<file path="config.mk">
export PLATFORM = sky130hd
export DESIGN_NAME = dm_access_unit
export DESIGN_NICKNAME = d
export VERILOG_FILES = /design/src/rtl/dm_access_unit.sv
export SDC_FILE = /design/constraint.sdc
export NUM_CORES = 1
export LEC_CHECK = 0
export ABC_CLOCK_PERIOD_IN_PS = 1650
export BUFFER_PORTS_ARGS = -buffer_cell sky130_fd_sc_hd__buf_2
export CAP_MARGIN = 25
export CORE_AREA = 5 5 132 134
export DETAILED_ROUTE_END_ITERATION = 7
export DIE_AREA = 0 0 137 139
export GPL_ROUTABILITY_DRIVEN = 0
export PLACE_DENSITY = 0.79
export SLEW_MARGIN = 10
export SYNTH_ARGS = -nofsm -noshare
export SYNTH_HDL_FRONTEND = slang
export SYNTH_SLANG_ARGS = --single-unit
</file>
<file path="constraint.sdc">
create_clock -name clk -period 1.65 [get_ports clk]
set_input_delay 0.33 -clock clk [delete_from_list [all_inputs] [get_ports clk]]
set_output_delay 0.33 -clock clk [all_outputs]
set_load 0.005 [all_outputs]
</file>
<file path="src/rtl/dm_access_unit.sv">
// dm_access_unit: CPU-side data-memory initiator.
// Takes one load/store from the MEM stage at a time, checks alignment and range,
// optionally waits WAIT_CYCLES cycles, drives one byte-enabled bus access and
// returns extended load data or an address exception code as a one-cycle pulse.
module dm_access_unit #(
  parameter int          WAIT_CYCLES = 0,
  parameter logic [31:0] DM_LIMIT    = 32'h0000_4000
) (
  input  logic        clk,
  input  logic        reset,
  input  logic        req_valid,
  output logic        req_ready,
  input  logic [2:0]  req_op,
  input  logic [31:0] req_addr,
  input  logic [31:0] req_wdata,
  input  logic [31:0] req_pc,
  output logic        resp_valid,
  output logic [31:0] resp_rdata,
  output logic [4:0]  resp_exc,
  output logic [31:0] m_data_addr,
  output logic [31:0] m_data_wdata,
  output logic [3:0]  m_data_byteen,
  input  logic [31:0] m_data_rdata,
  output logic [31:0] m_inst_addr
);

  localparam logic [2:0] OP_LW  = 3'd0;
  localparam logic [2:0] OP_LH  = 3'd1;
  localparam logic [2:0] OP_LHU = 3'd2;
  localparam logic [2:0] OP_LB  = 3'd3;
  localparam logic [2:0] OP_LBU = 3'd4;
  localparam logic [2:0] OP_SW  = 3'd5;
  localparam logic [2:0] OP_SH  = 3'd6;
  localparam logic [2:0] OP_SB  = 3'd7;

  localparam logic [4:0] EXC_NONE = 5'd0;
  localparam logic [4:0] EXC_ADEL = 5'd4;
  localparam logic [4:0] EXC_ADES = 5'd5;

  // Last counter value spent in WAIT; unused when WAIT_CYCLES is 0.
  localparam logic [3:0] WAIT_LAST = (WAIT_CYCLES > 0) ? 4'(WAIT_CYCLES - 1) : 4'd0;

  typedef enum logic [1:0] {S_IDLE, S_WAIT, S_ACCESS, S_RESP} state_t;

  state_t      state_reg, state_next;
  logic        run_reg;
  logic [3:0]  cnt_reg, cnt_next;
  logic [2:0]  op_reg;
  logic [31:0] addr_reg;
  logic [31:0] wdata_reg;
  logic [31:0] pc_reg;
  logic [31:0] rdata_reg;
  logic [4:0]  exc_reg;

  logic        accept;
  logic        store_in;
  logic        misaligned_in;
  logic        out_of_range_in;
  logic        exc_in;
  logic        store_reg;
  logic [15:0] half_sel;
  logic [7:0]  byte_sel;
  logic [31:0] load_ext;
  logic [3:0]  sb_lane;
  logic [3:0]  sh_lane;
  logic [3:0]  st_byteen;
  logic [31:0] st_wdata;

  assign accept          = req_valid && req_ready;
  assign store_in        = (req_op >= OP_SW);
  assign out_of_range_in = (req_addr >= DM_LIMIT);
  assign exc_in          = misaligned_in || out_of_range_in;
  assign store_reg       = (op_reg >= OP_SW);

  // Alignment rules depend on access width of the incoming request.
  always_comb begin
    misaligned_in = 1'b0;
    case (req_op)
      OP_LW, OP_SW:         misaligned_in = (req_addr[1:0] != 2'b00);
      OP_LH, OP_LHU, OP_SH: misaligned_in = req_addr[0];
      default:              misaligned_in = 1'b0;
    endcase
  end

  // Per-lane enables for sub-word stores: SB hits one lane, SH one half.
  genvar gi;
  generate
    for (gi = 0; gi < 4; gi++) begin : g_lane
      assign sb_lane[gi] = (addr_reg[1:0] == 2'(gi));
      assign sh_lane[gi] = (addr_reg[1] == 1'(gi / 2));
    end
  endgenerate

  // Store lane steering: enables from the address, data replicated on all lanes.
  always_comb begin
    st_byteen = 4'b0000;
    st_wdata  = 32'd0;
    case (op_reg)
      OP_SW: begin
        st_byteen = 4'b1111;
        st_wdata  = wdata_reg;
      end
      OP_SH: begin
        st_byteen = sh_lane;
        st_wdata  = {2{wdata_reg[15:0]}};
      end
      OP_SB: begin
        st_byteen = sb_lane;
        st_wdata  = {4{wdata_reg[7:0]}};
      end
      default: begin
        st_byteen = 4'b0000;
        st_wdata  = 32'd0;
      end
    endcase
  end

  // Load lane selection and sign/zero extension of the bus word.
  always_comb begin
    half_sel = addr_reg[1] ? m_data_rdata[31:16] : m_data_rdata[15:0];
    byte_sel = m_data_rdata[{addr_reg[1:0], 3'b000} +: 8];
    load_ext = 32'd0;
    case (op_reg)
      OP_LW:   load_ext = m_data_rdata;
      OP_LH:   load_ext = {{16{half_sel[15]}}, half_sel};
      OP_LHU:  load_ext = {16'd0, half_sel};
      OP_LB:   load_ext = {{24{byte_sel[7]}}, byte_sel};
      OP_LBU:  load_ext = {24'd0, byte_sel};
      default: load_ext = 32'd0;
    endcase
  end

  // State register.
  always_ff @(posedge clk) begin
    if (!reset) begin
      state_reg <= S_IDLE;
    end else begin
      state_reg <= state_next;
    end
  end

  // Next-state logic: exceptions bypass the bus entirely.
  always_comb begin
    state_next = state_reg;
    case (state_reg)
      S_IDLE: begin
        if (accept) begin
          if (exc_in)               state_next = S_RESP;
          else if (WAIT_CYCLES > 0) state_next = S_WAIT;
          else                      state_next = S_ACCESS;
        end
      end
      S_WAIT:   if (cnt_reg == WAIT_LAST) state_next = S_ACCESS;
      S_ACCESS: state_next = S_RESP;
      S_RESP:   state_next = S_IDLE;
      default:  state_next = S_IDLE;
    endcase
  end

  // Wait counter advances only inside WAIT and restarts from zero otherwise.
  always_comb begin
    cnt_next = 4'd0;
    if (state_reg == S_WAIT && cnt_reg != WAIT_LAST) begin
      cnt_next = cnt_reg + 4'd1;
    end
  end

  // Request latch, exception code, load-data capture and post-reset ready gate.
  always_ff @(posedge clk) begin
    if (!reset) begin
      run_reg   <= 1'b0;
      cnt_reg   <= 4'd0;
      op_reg    <= 3'd0;
      addr_reg  <= 32'd0;
      wdata_reg <= 32'd0;
      pc_reg    <= 32'd0;
      rdata_reg <= 32'd0;
      exc_reg   <= EXC_NONE;
    end else begin
      run_reg <= 1'b1;
      cnt_reg <= cnt_next;
      if (accept) begin
        op_reg    <= req_op;
        addr_reg  <= req_addr;
        wdata_reg <= req_wdata;
        pc_reg    <= req_pc;
        rdata_reg <= 32'd0;
        if (exc_in) exc_reg <= store_in ? EXC_ADES : EXC_ADEL;
        else        exc_reg <= EXC_NONE;
      end else if (state_reg == S_ACCESS && !store_reg) begin
        rdata_reg <= load_ext;
      end
    end
  end

  // Outputs: everything forced to zero while reset is held.
  always_comb begin
    req_ready     = 1'b0;
    resp_valid    = 1'b0;
    resp_rdata    = 32'd0;
    resp_exc      = EXC_NONE;
    m_data_addr   = 32'd0;
    m_data_wdata  = 32'd0;
    m_data_byteen = 4'b0000;
    m_inst_addr   = 32'd0;
    if (reset) begin
      req_ready = (state_reg == S_IDLE) && run_reg;
      if (state_reg == S_ACCESS) begin
        m_data_addr   = addr_reg;
        m_data_wdata  = st_wdata;
        m_data_byteen = st_byteen;
        m_inst_addr   = pc_reg;
      end
      if (state_reg == S_RESP) begin
        resp_valid = 1'b1;
        resp_rdata = rdata_reg;
        resp_exc   = exc_reg;
      end
    end
  end

endmodule
</file>
==> results of run 1 <==
## area by class of cell
type / instances / area [µm²] / area share, %
sequential: 140 / 2820 / 26.4
timing repair buffer: 346 / 2710 / 25.4
inverter: 12 / 45.0 / 0.422
clock inverter: 12 / 185 / 1.74
tap: 220 / 275 / 2.58
clock buffer: 20 / 457 / 4.28
multi-input combinational: 710 / 4180 / 39.2
## through the flow
step                      worst slack [ns]  hold WS, ns  setup TNS (ns)  total power [W]  std cells
final                               -0.340       0.0889          -37.35          0.00964       1460
after global routing                -0.387       0.0699          -46.76           0.0100       1460
after CTS                           -0.324       0.0717          -37.20          0.00947       1443
after detailed placement            -0.177        0.440           -2.69          0.00519       1398
after global placement              -0.151        0.436           -1.75          0.00515       1398
after floorplan                    -0.0735        0.358          -0.729          0.00461        945
## cell families (layout without fill, tap and decap cells)
family / Yosys count / after routing / synth area share (%)
buffers and inverters: 95 / 390 / 5.57
AO/OA/AOI/OAI: 118 / 118 / 10.9
AND/OR/NAND/NOR: 553 / 553 / 37.1
multiplexers: 31 / 31 / 6.14
flip-flops: 140 / 140 / 39.5
XOR/XNOR: 3 / 3 / 0.370
adder cells (fa/ha/maj): 2 / 2 / 0.353
other: 1 / 3 / 0.0528
## power breakdown
part	internal, W	switching (W)	total, W	leakage [nW]
sequential	0.00365	0.000173	0.00382	1.15
combinational	0.000787	0.000863	0.00165	3.69
clock	0.00263	0.00154	0.00417	0.312
total	0.00707	0.00257	0.00964	5.15
## worst reg2reg max path: cells and delay by family (launching register included)
family / cells / cell delay (ns)
AND/OR/NAND/NOR: 2 / 0.50
AO/OA/AOI/OAI: 1 / 0.35
flip-flops: 1 / 0.39
buffers and inverters: 3 / 0.46
## synthesized netlist by cell type, types with 2 or more instances
| library cell | count |
|---|---|
| mux2i_1 | 15 |
| ha_1 | 2 |
| buf_2 | 10 |
| o21ai_0 | 20 |
| mux4_2 | 4 |
| inv_1 | 12 |
| a211oi_1 | 23 |
| mux2_2 | 8 |
| and3_1 | 3 |
| mux4_1 | 4 |
| nand2_1 | 237 |
| o211ai_1 | 11 |
| clkbuf_1 | 56 |
| a21oi_1 | 42 |
| nand3_1 | 104 |
| nor2b_1 | 18 |
| buf_1 | 12 |
| and2_1 | 116 |
| xor2_1 | 2 |
| nor4_1 | 5 |
| nand2b_1 | 2 |
| buf_4 | 3 |
| nor2_1 | 54 |
| buf_6 | 2 |
| dfxtp_1 | 140 |
| o221ai_1 | 7 |
| and3b_1 | 2 |
| o221a_2 | 7 |
## metal layers
metal / track usage [%] / vias up / wire length [µm]
met5: 0 / - / 13
met3: 6.93 / 81 / 2110
met1: 29.7 / 3715 / 10100
met4: 11.9 / 2 / 854
met2: 40.9 / 402 / 13200
li1: - / 3714 / -
## timing repair
item / CTS / global route
buffers inserted: 7 / 12
pin swaps: 11 / 38
gates resized for setup: 59 / 124
setup endpoints to repair: 165 / 164
cloned: 6 / 7
## path summary, 6_finish.rpt
kind	from	to	cells past startpoint
setup / recovery	state_reg[1]$_SDFFE_PN0P_	resp_rdata[31]	6
hold / removal	req_pc[24]	pc_reg[24]$_SDFFE_PN0P_	3
setup reg to reg	op_reg[0]$_SDFFE_PN0P_	rdata_reg[30]$_SDFFE_PP0P_	6
hold reg to reg	pc_reg[11]$_SDFFE_PN0P_	pc_reg[11]$_SDFFE_PN0P_	2
==> results.md, run 1 <==
* Largest net degree at the start of global routing at 54
* Flops & latches, synth at 140
* Area grow syn2layout at 50.3%
* Max cap viols at 0
* IO buf count at 269
* Max Slew Vio Count at 0
* Yosys top cell area share at 39.5%
* Antenna Cells at 0
* First-pass GRT wire length at 37900 µm
* Commonest cells after routing, fill and taps aside: nand2_1, buf_2, dfxtp_1
* Core Area at 16200 µm²
* Vias in the first global route at 7508
* DIE WIDTH at 137 µm
* Fin nets at 1363
* Fin crit share at 121%
* VDD IR max at roughly 770 µV
* CTS tree: done
* Maximum clock path buffer count at 2
* H-tree depth at 4
* Total die area at 19000 µm²
* Final Worst Setup Slack at -0.340 ns
* Gr ovfl total at 0
* Post-synth EDFFs at 0
* ANT nets after route at 0
* Slowest CP cell: dfxtp_2
* Final setup fails at 163
* Finished Core Util at 65.9%
* Total number of vias at 7914
* Async set-reset flop share out of synthesis at 0%
* Family with the most delay on the worst path: buffers and inverters
* Post-Route WL at 26300 µm
* Yosys cell types at 50
* Status: finished with violations
* Synth Warn # at 0
* Clk_lat worst skew at 0.42 ns
* Initial core utilization at 43.9%
* Chip height at 139 µm
* Worst path required time at around 1.3 ns
* CP Capture Type: output pin
* Drt wl/cell at around 18 µm
* Syn Inst Count at 943
* Pre-Repair DR Iteration Count at 5
* Worst-path cell chain: buf_6, and3_4, buf_12, clkbuf_16, and2_4, buf_6
* Crit path launch type: flop
* Row cnt at 47
* CTS Root Cell: clkbuf_16
* Commonest non-fill, non-tap cell in the layout: nand2_1
* Post-Layout Inst Area at between 10000 and 15000 µm²
* Detailed Route Iter0 Violations at a little over 500
* Min Clock Period, post-route at 1.99 ns
* Failing checks: negative setup slack
* PD cells at 904 nW/µm²
* Slew at the pin with the worst max-slew slack at 0.585 ns
* Worst-path clk slew at 0.06 ns
* Ranking of synthesized cells by area: dfxtp_1, nand2_1, and2_1
* Setup Skew at 0.0141 ns
* Crit-path max FO at 6
* Max Clk Rate at 502 MHz
* Mean cell area of the mapped netlist at between 7 and 8 µm²
* Half-perimeter wire length after detailed placement at 17100 µm
* Top cell by count, worst path: buf_6
* Worst Path Arrival at 1.66 ns
* Critical path type: flop to output pin
* Worst path bufs/invs at 4
* Worst hold path type: primary input to flop
* Sequential area share after synthesis at roughly 39%
* Top-level I/O count at 273
* Post-synth top flop: dfxtp_1
* Hold-fix buffers, CTS at 0
* RSZ-0062 raised after global routing: true
* Layout cells sized above 1 at roughly two fifths
* CTS buffer count at 17
* Leakage power at 5.15 nW
* Endpoints failing hold at 0
* Slew headroom at 61.0%
* GRT Overall Usage at between 20% and 30%
* Vias per cell at 5.42
* Synth Cell Area at 7100 µm²
* Internal reg-to-reg setup slack at -0.17 ns
* Crit-path max cell delay at 0.35 ns
* Detailed-route DRC error count at 0
* Filler cells at between 1000 and 1500
* Area after DPL at 8890 µm²
* Yosys top cell by area: dfxtp_1
* Clk sink count at 140
* Antenna violations before repair at 1
No activity file was read; power rests on OpenSTA's default activity.
==> run 2: changes to the inputs <==
- BUFFER_PORTS_ARGS: -buffer_cell sky130_fd_sc_hd__buf_2 -> not set
- DONT_BUFFER_PORTS: not set -> 1
- PLACE_DENSITY: 0.79 -> 0.64
==> run 2 against run 1 <==
The run still ends with negative setup slack left; final area down 11%; count of clock-buffer cells in the layout down 2; combinational power down 17%; via count down 15%; core utilization down 7.5 points; critical path type unchanged; critical endpoint is now m_inst_addr[12]; largest cell class unchanged; largest power group is now sequential cells; highest routed layer is now met4.
==> results.md, run 2 (synthesis gave the netlist of run 1 again) <==
* Drt wl/cell at 18.4 µm (+2.3%)
* Half-perimeter wire length after detailed placement at 14800 µm (-14%)
* GRT Overall Usage at 22.9% (-2.0 points)
* FF+latch area at 2810 µm² (about the same)
* Filler cells at 1427 (+7.5%)
* VDD IR max at 677 µV (-12%)
* RSZ-0062 raised after global routing: true
* Multi-input gate area at 4310 µm² (+3.1%)
* Vias in the first global route at 6474 (-14%)
* Worst-path cell chain: and3b_2, buf_6, clkbuf_16, and2_1
* Worst path bufs/invs at 2 (-2)
* Status: finished with violations
* H-tree depth at 4 (unchanged)
* IO buf count at 0 (-100%)
* Chip height at 139 µm (unchanged)
* Core Area at 16200 µm² (unchanged)
* Total number of vias at 6759 (-15%)
* Detailed-route DRC error count at 0 (unchanged)
* Fin crit share at 113% (-8.1 points)
* Pre-Repair DR Iteration Count at 5 (unchanged)
* Failing checks: negative setup slack
* DIE WIDTH at 137 µm (unchanged)
* CTS tree: done
* Vias per cell at 5.43 (+0.23%)
* Worst Path Arrival at 1.53 ns (-0.13 ns)
* Commonest cells after routing, fill and taps aside: nand2_1, dfxtp_1, nand3_1
* Row cnt at 47 (unchanged)
* Critical path type: flop to output pin
* Leakage power at 3.98 nW (-23%)
* Max cap viols at 0 (unchanged)
* Detailed Route Iter0 Violations at 510 (-0.78%)
* Area grow syn2layout at 33.2%
* Crit-path max cell delay at 0.32 ns (-0.03 ns)
* Post-Route WL at 22900 µm (-13%)
* Final Worst Setup Slack at -0.207 ns (+0.133 ns)
* First-pass GRT wire length at 35000 µm (-7.5%)
* Internal reg-to-reg setup slack at 0.05 ns (+0.22 ns)
* Max Slew Vio Count at 0 (unchanged)
* Min Clock Period, post-route at 1.86 ns (-0.133 ns)
* Maximum clock path buffer count at 2 (unchanged)
* Endpoints failing hold at 0 (unchanged)
* Setup Skew at 0.00564 ns (-0.00846 ns)
* Worst-path clk slew at 0.06 ns (about the same)
* CTS Root Cell: clkbuf_16
* Final cell count without fillers at 1244 (-15%)
* Gr ovfl total at 0 (unchanged)
* Clk sink count at 140 (unchanged)
* CTS buffer count at 17 (unchanged)
* Antenna violations before repair at 0 (-1)
* Inst Count DP at 1124 (-20%)
* ANT nets after route at 0 (unchanged)
* Clk_lat worst skew at 0.42 ns (about the same)
* Total die area at 19000 µm² (unchanged)
* Initial core utilization at 43.9% (unchanged)
* Fin nets at 1148 (-16%)
* Antenna Cells at 0 (unchanged)
* Post-Layout Inst Area at 9450 µm² (-11%)
* Largest net degree at the start of global routing at 112 (+110%)
* Slowest CP cell: dfxtp_2
* Worst hold path type: primary input to flop
* Layout cells sized above 1 at 23.6% (-16 points)
* CP Capture Type: output pin
* Worst path required time at 1.32 ns (about the same)
* Area after DPL at 7490 µm² (-16%)
* Top-level I/O count at 273 (unchanged)
* Crit path launch type: flop
* Max Clk Rate at 539 MHz (+7.2%)
* Crit-path max FO at 14 (+8)
* PD cells at 947 nW/µm² (+4.7%)
* Commonest non-fill, non-tap cell in the layout: nand2_1
* Family with the most delay on the worst path: simple AND/OR/NAND/NOR gates
* Final setup fails at 134 (-18%)
==> run 2: per-stage QoR <==
stage / setup TNS (ns) / hold slack [ns] / worst slack [ns] / util, % / power, W
after floorplan: -0.729 / 0.358 / -0.0735 / - / 0.00461
after CTS: -23.69 / 0.000209 / -0.249 / 56.3 / 0.00891
after detailed placement: -0.0978 / 0.367 / -0.0437 / 46.3 / 0.00490
final: -23.43 / 0.0166 / -0.207 / 58.4 / 0.00895
after global routing: -32.26 / 0.00924 / -0.285 / 58.4 / 0.00934
after global placement: -0.239 / 0.367 / -0.0908 / 46.3 / 0.00487
==> run 2: area by class of cell <==
cell class	instances	area share (%)
tap	220	2.91
inverter	12	0.477
clock inverter	13	1.51
clock buffer	18	4.54
sequential	140	29.8
multi-input combinational	710	45.7
timing repair buffer	131	15.1
==> run 2: final timing paths <==
check	startpoint	end	depth (start not counted)
max	state_reg[0]$_SDFFE_PN0P_	m_inst_addr[12]	4
min reg2reg	wdata_reg[25]$_SDFFE_PN0P_	wdata_reg[25]$_SDFFE_PN0P_	2
min	req_addr[3]	addr_reg[3]$_SDFFE_PN0P_	2
max reg2reg	addr_reg[0]$_SDFFE_PN0P_	rdata_reg[23]$_SDFFE_PP0P_	5
==> run 2: worst reg2reg max path, stage by stage (launching register included) <==
cell	delay, ns
dfxtp_4	0.37
mux4_2	0.51
and2_4	0.16
nor3b_4	0.20
buf_12	0.17
a211oi_1	0.08
==> run 2: what timing repair did <==
item / 4_1_cts / 5_1_grt
endpoints found under the hold margin: 69 / 0
pin swaps: 19 / 18
setup buffers: 8 / 8
hold buffers: 69 / 0
gates resized for setup: 87 / 88
cloned: 4 / 1
setup endpoints to repair: 134 / 242
==> run 2: layer usage <==
layer	global-route usage [%]	wire length, µm
met5	0	0
met4	7.04	505
met3	8.93	2310
met2	35.8	10700
met1	29.0	9350
==> run 2: power breakdown <==
group	internal, W	total [W]	switching [W]
registers	0.00365	0.00381	0.000162
logic	0.000689	0.00137	0.000677
clock network	0.00223	0.00377	0.00154
==> run 3: changes to the inputs <==
- ABC_AREA: not set -> 1
- CORE_AREA: 5 5 132 134 -> 5 5 130 132
- DIE_AREA: 0 0 137 139 -> 0 0 135 137
- SETUP_SLACK_MARGIN: not set -> 0.02
==> run 3 against run 2 <==
The run still ends with negative setup slack left; final cell count increased by 9.9%; via count is 5.2% higher; clock skew grew 0.0056 ns; synthesized area shrank 2.8%; maximum frequency fell by 2.6%; die area fell by 2.9%; combinational power grew 21%; register-to-register slack better by 0.02 ns; final area increased by 2.9%; flip-flop and latch count is the same; hold slack improved by 0.0043 ns.
==> results.md, run 3 <==
* Pre-Repair DR Iteration Count at 6 (+1)
* Half-perimeter wire length after detailed placement at 15300 µm (+3.8%)
* VDD IR max at 690 µV (+1.8%)
* Leakage power at 3.80 nW (-4.5%)
* Top-level I/O count at 273 (unchanged)
* Max Clk Rate at 525 MHz (-2.6%)
* Post-Route WL at 24700 µm (+7.8%)
* Row cnt at 46 (-2.1%)
* CP Capture Type: output pin
* CTS buffer count at 17 (unchanged)
* Clk sink count at 140 (unchanged)
* Worst-path clk slew at 0.06 ns (about the same)
* Vias per cell at 5.20 (-4.2%)
* Total number of vias at 7113 (+5.2%)
* Initial core utilization at 44.2% (+0.33 points)
* DIE WIDTH at 135 µm (-1.5%)
* Inst Count DP at 1281 (+14%)
* Max cap viols at 0 (unchanged)
* Worst Reg-to-Reg Cells at 9 (+4)
* Simple-gate share of the synthesized area at 26.4% (-11 points)
* Drt wl/cell at 18.1 µm (-1.9%)
* Status: finished with violations
* Largest net degree at the start of global routing at 49 (-56%)
* Compound-Gate Fraction of Synth Area at 16.8% (+5.8 points)
* Flops & latches, synth at 140 (unchanged)
* Min Clock Period, post-route at 1.91 ns (+0.0490 ns)
* Count leader, synth: nand2_1
* Crit-path max FO at 8 (-6)
* Worst path required time at 1.32 ns (about the same)
* PD cells at 950 nW/µm² (+0.41%)
* Ranking of synthesized cells by area: dfxtp_1, nand2_1, inv_1
* Gr ovfl total at 0 (unchanged)
* Synth Warn # at 0 (unchanged)
* Finished Core Util at 62.4% (+3.9 points)
* Yosys cell types at 32 (-36%)
* Synth Area in XOR/XNOR at 0.381% (+0.011 points)
* Detailed-route DRC error count at 0 (unchanged)
* Area grow syn2layout at 41.0%
* Syn Inst Count at 1088 (+15%)
* Sw Pwr at 0.00268 W (+13%)
* Layout cells sized above 1 at 26.9% (+3.3 points)
* Worst Path Arrival at 1.58 ns (+0.05 ns)
* Sw Ratio at 29.0% (+2.5 points)
* Core Area at 15600 µm² (-3.6%)
* Post-synth top flop: dfxtp_1
* Commonest non-fill, non-tap cell in the layout: nand2_1
* Max Slew Vio Count at 0 (unchanged)
* Failing checks: negative setup slack
* H-tree depth at 4 (unchanged)
* Maximum clock path buffer count at 2 (unchanged)
* Proportion of synthesized area in mux cells at 0% (-6.1 points)
* Post-synth EDFFs at 0 (unchanged)
* Final cell count without fillers at 1367 (+9.9%)
* Worst hold path type: primary input to flop
* Clock Power Share at 41.4% (-0.7 points)
* Fin crit share at 116% (+3.0 points)
* Synth Cell Area at 6900 µm² (-2.8%)
* Antenna violations before repair at 0 (unchanged)
* Logic pwr share at 17.9% (+2.6 points)
* Setup Skew at 0.0112 ns (+0.00558 ns)
* GRT Overall Usage at 23.0% (+0.14 points)
* Yosys top cell area share at 40.6% (+1.1 points)
* Setup TNS at -17.69 ns (+5.74 ns)
* Sequential area share after synthesis at 40.6% (+1.1 points)
* Fin nets at 1274 (+11%)
* Antenna Cells at 0 (unchanged)
* Largest family of logic cells by synthesized area: simple AND/OR/NAND/NOR gates
* CTS tree: done
* Yosys top cell by area: dfxtp_1
* Mean cell area of the mapped netlist at 6.34 µm² (-16%)
* Async set-reset flop share out of synthesis at 0% (unchanged)
* Synth Area in Adders at 0.363% (+0.010 points)
* Final Worst Setup Slack at -0.256 ns (-0.0490 ns)
* RSZ-0062 raised after global routing: true
* Detailed Route Iter0 Violations at 584 (+15%)
* Final setup fails at 100 (-25%)
* Critical path type: flop to output pin
* Clk_lat worst skew at 0.42 ns (about the same)
* Total die area at 18500 µm² (-2.9%)
* Vias in the first global route at 6305 (-2.6%)
* IO buf count at 0 (unchanged)
* Commonest cells post-synth: nand2_1, inv_1, nor2_1
* ANT nets after route at 0 (unchanged)
* Chip height at 137 µm (-1.4%)
* Pint at 0.00656 W (-0.17%)
* Endpoints failing hold at 0 (unchanged)
* Hold Path Cell Cnt at 2 (unchanged)
* Crit path launch type: flop
* CTS Root Cell: clkbuf_16
* Flop pwr share at 40.7% (-1.9 points)
* First-pass GRT wire length at 33500 µm (-4.5%)
* Commonest cells after routing, fill and taps aside: nand2_1, inv_1, dfxtp_1
## run 3: changes by cell type in the layout (fill, tap and decap cells not counted), moves of 57 or more
cell,change
inv_1,+170
and2_1,-57
and2_4,-60
o21ai_0,+125
nand3_1,-92
nor2_4,+86
dlygate4sd3_1,-68
## run 3: cell families after synthesis
logic type | Yosys count
compound gates | 221
fa+ha+maj | 2
buf+inv | 261
other cells | 1
flops | 140
simple gates | 460
xor+xnor | 3
## run 3: worst max-delay path, stage by stage (launching register included)
cell     delay (ns)
dfxtp_2        0.33
inv_2          0.08
nand2_4        0.06
nor2_4         0.11
inv_4          0.07
nor2_4         0.17
buf_4          0.20
nand2_1        0.07
inv_1          0.07
## run 3: timing repair
| item | 4_1_cts | 5_1_grt |
|---|---|---|
| setup endpoints to repair | 132 | 255 |
| pin swaps | 2 | 16 |
| hold buffers | 1 | 0 |
| setup buffers | 7 | 29 |
| cloned | 4 | 17 |
| gates resized for setup | 146 | 209 |
| hold endpoints to repair | 1 | 0 |
## run 3: path summary, 6_finish.rpt
| kind | slack, ns | to | from |
|---|---|---|---|
| max | -0.26 | m_data_wdata[10] | state_reg[0]$_SDFFE_PN0P_ |
| min | 0.02 | pc_reg[26]$_SDFFE_PN0P_ | req_pc[26] |
| max reg2reg | 0.07 | addr_reg[21]$_SDFFE_PN0P_ | state_reg[1]$_SDFFE_PN0P_ |
| min reg2reg | 0.46 | cnt_reg[0]$_SDFF_PN0_ | cnt_reg[0]$_SDFF_PN0_ |
## run 3: area by class of cell
cell class / count / area [µm²]
Sequential cell: 140 / 2820
Clock buffer: 18 / 439
Inverter: 204 / 812
Clock inverter: 14 / 148
Multi-Input combinational cell: 689 / 4020
Timing Repair Buffer: 85 / 1210
Fill cell: 1373 / 5870
Tap cell: 216 / 270
Timing Repair inverter: 1 / 8.76
## run 3: power groups by stage
| stage | Clock [W] | Sequential (W) | Combinational [W] |
|---|---|---|---|
| floorplan | 0 | 0.00379 | 0.000779 |
| global placement | 0 | 0.00381 | 0.00104 |
| detailed placement | 0 | 0.00382 | 0.00105 |
| CTS | 0.00387 | 0.00375 | 0.00119 |
| global route | 0.00401 | 0.00378 | 0.00182 |
| finish | 0.00383 | 0.00376 | 0.00166 |
## run 3: per-layer routing
metal  share of wire (%)  global-route usage (%)
met1                  40                    29.8
met2                  49                    36.0
met3                 9.4                    6.84
met4                 2.3                    9.18
met5                   0                       0
## run 3: stage by stage
stage / total power [W] / setup WS [ns] / hold WS (ns) / cell area (µm²)
global route: 0.00961 / -0.333 / 0.00632 / 9730
finish: 0.00924 / -0.256 / 0.0209 / 9730
detailed placement: 0.00487 / 0.0716 / 0.359 / 7240
floorplan: 0.00457 / 0.143 / 0.358 / 6900
CTS: 0.00880 / -0.233 / 0.00256 / 8390
global placement: 0.00485 / 0.0692 / 0.359 / 7240
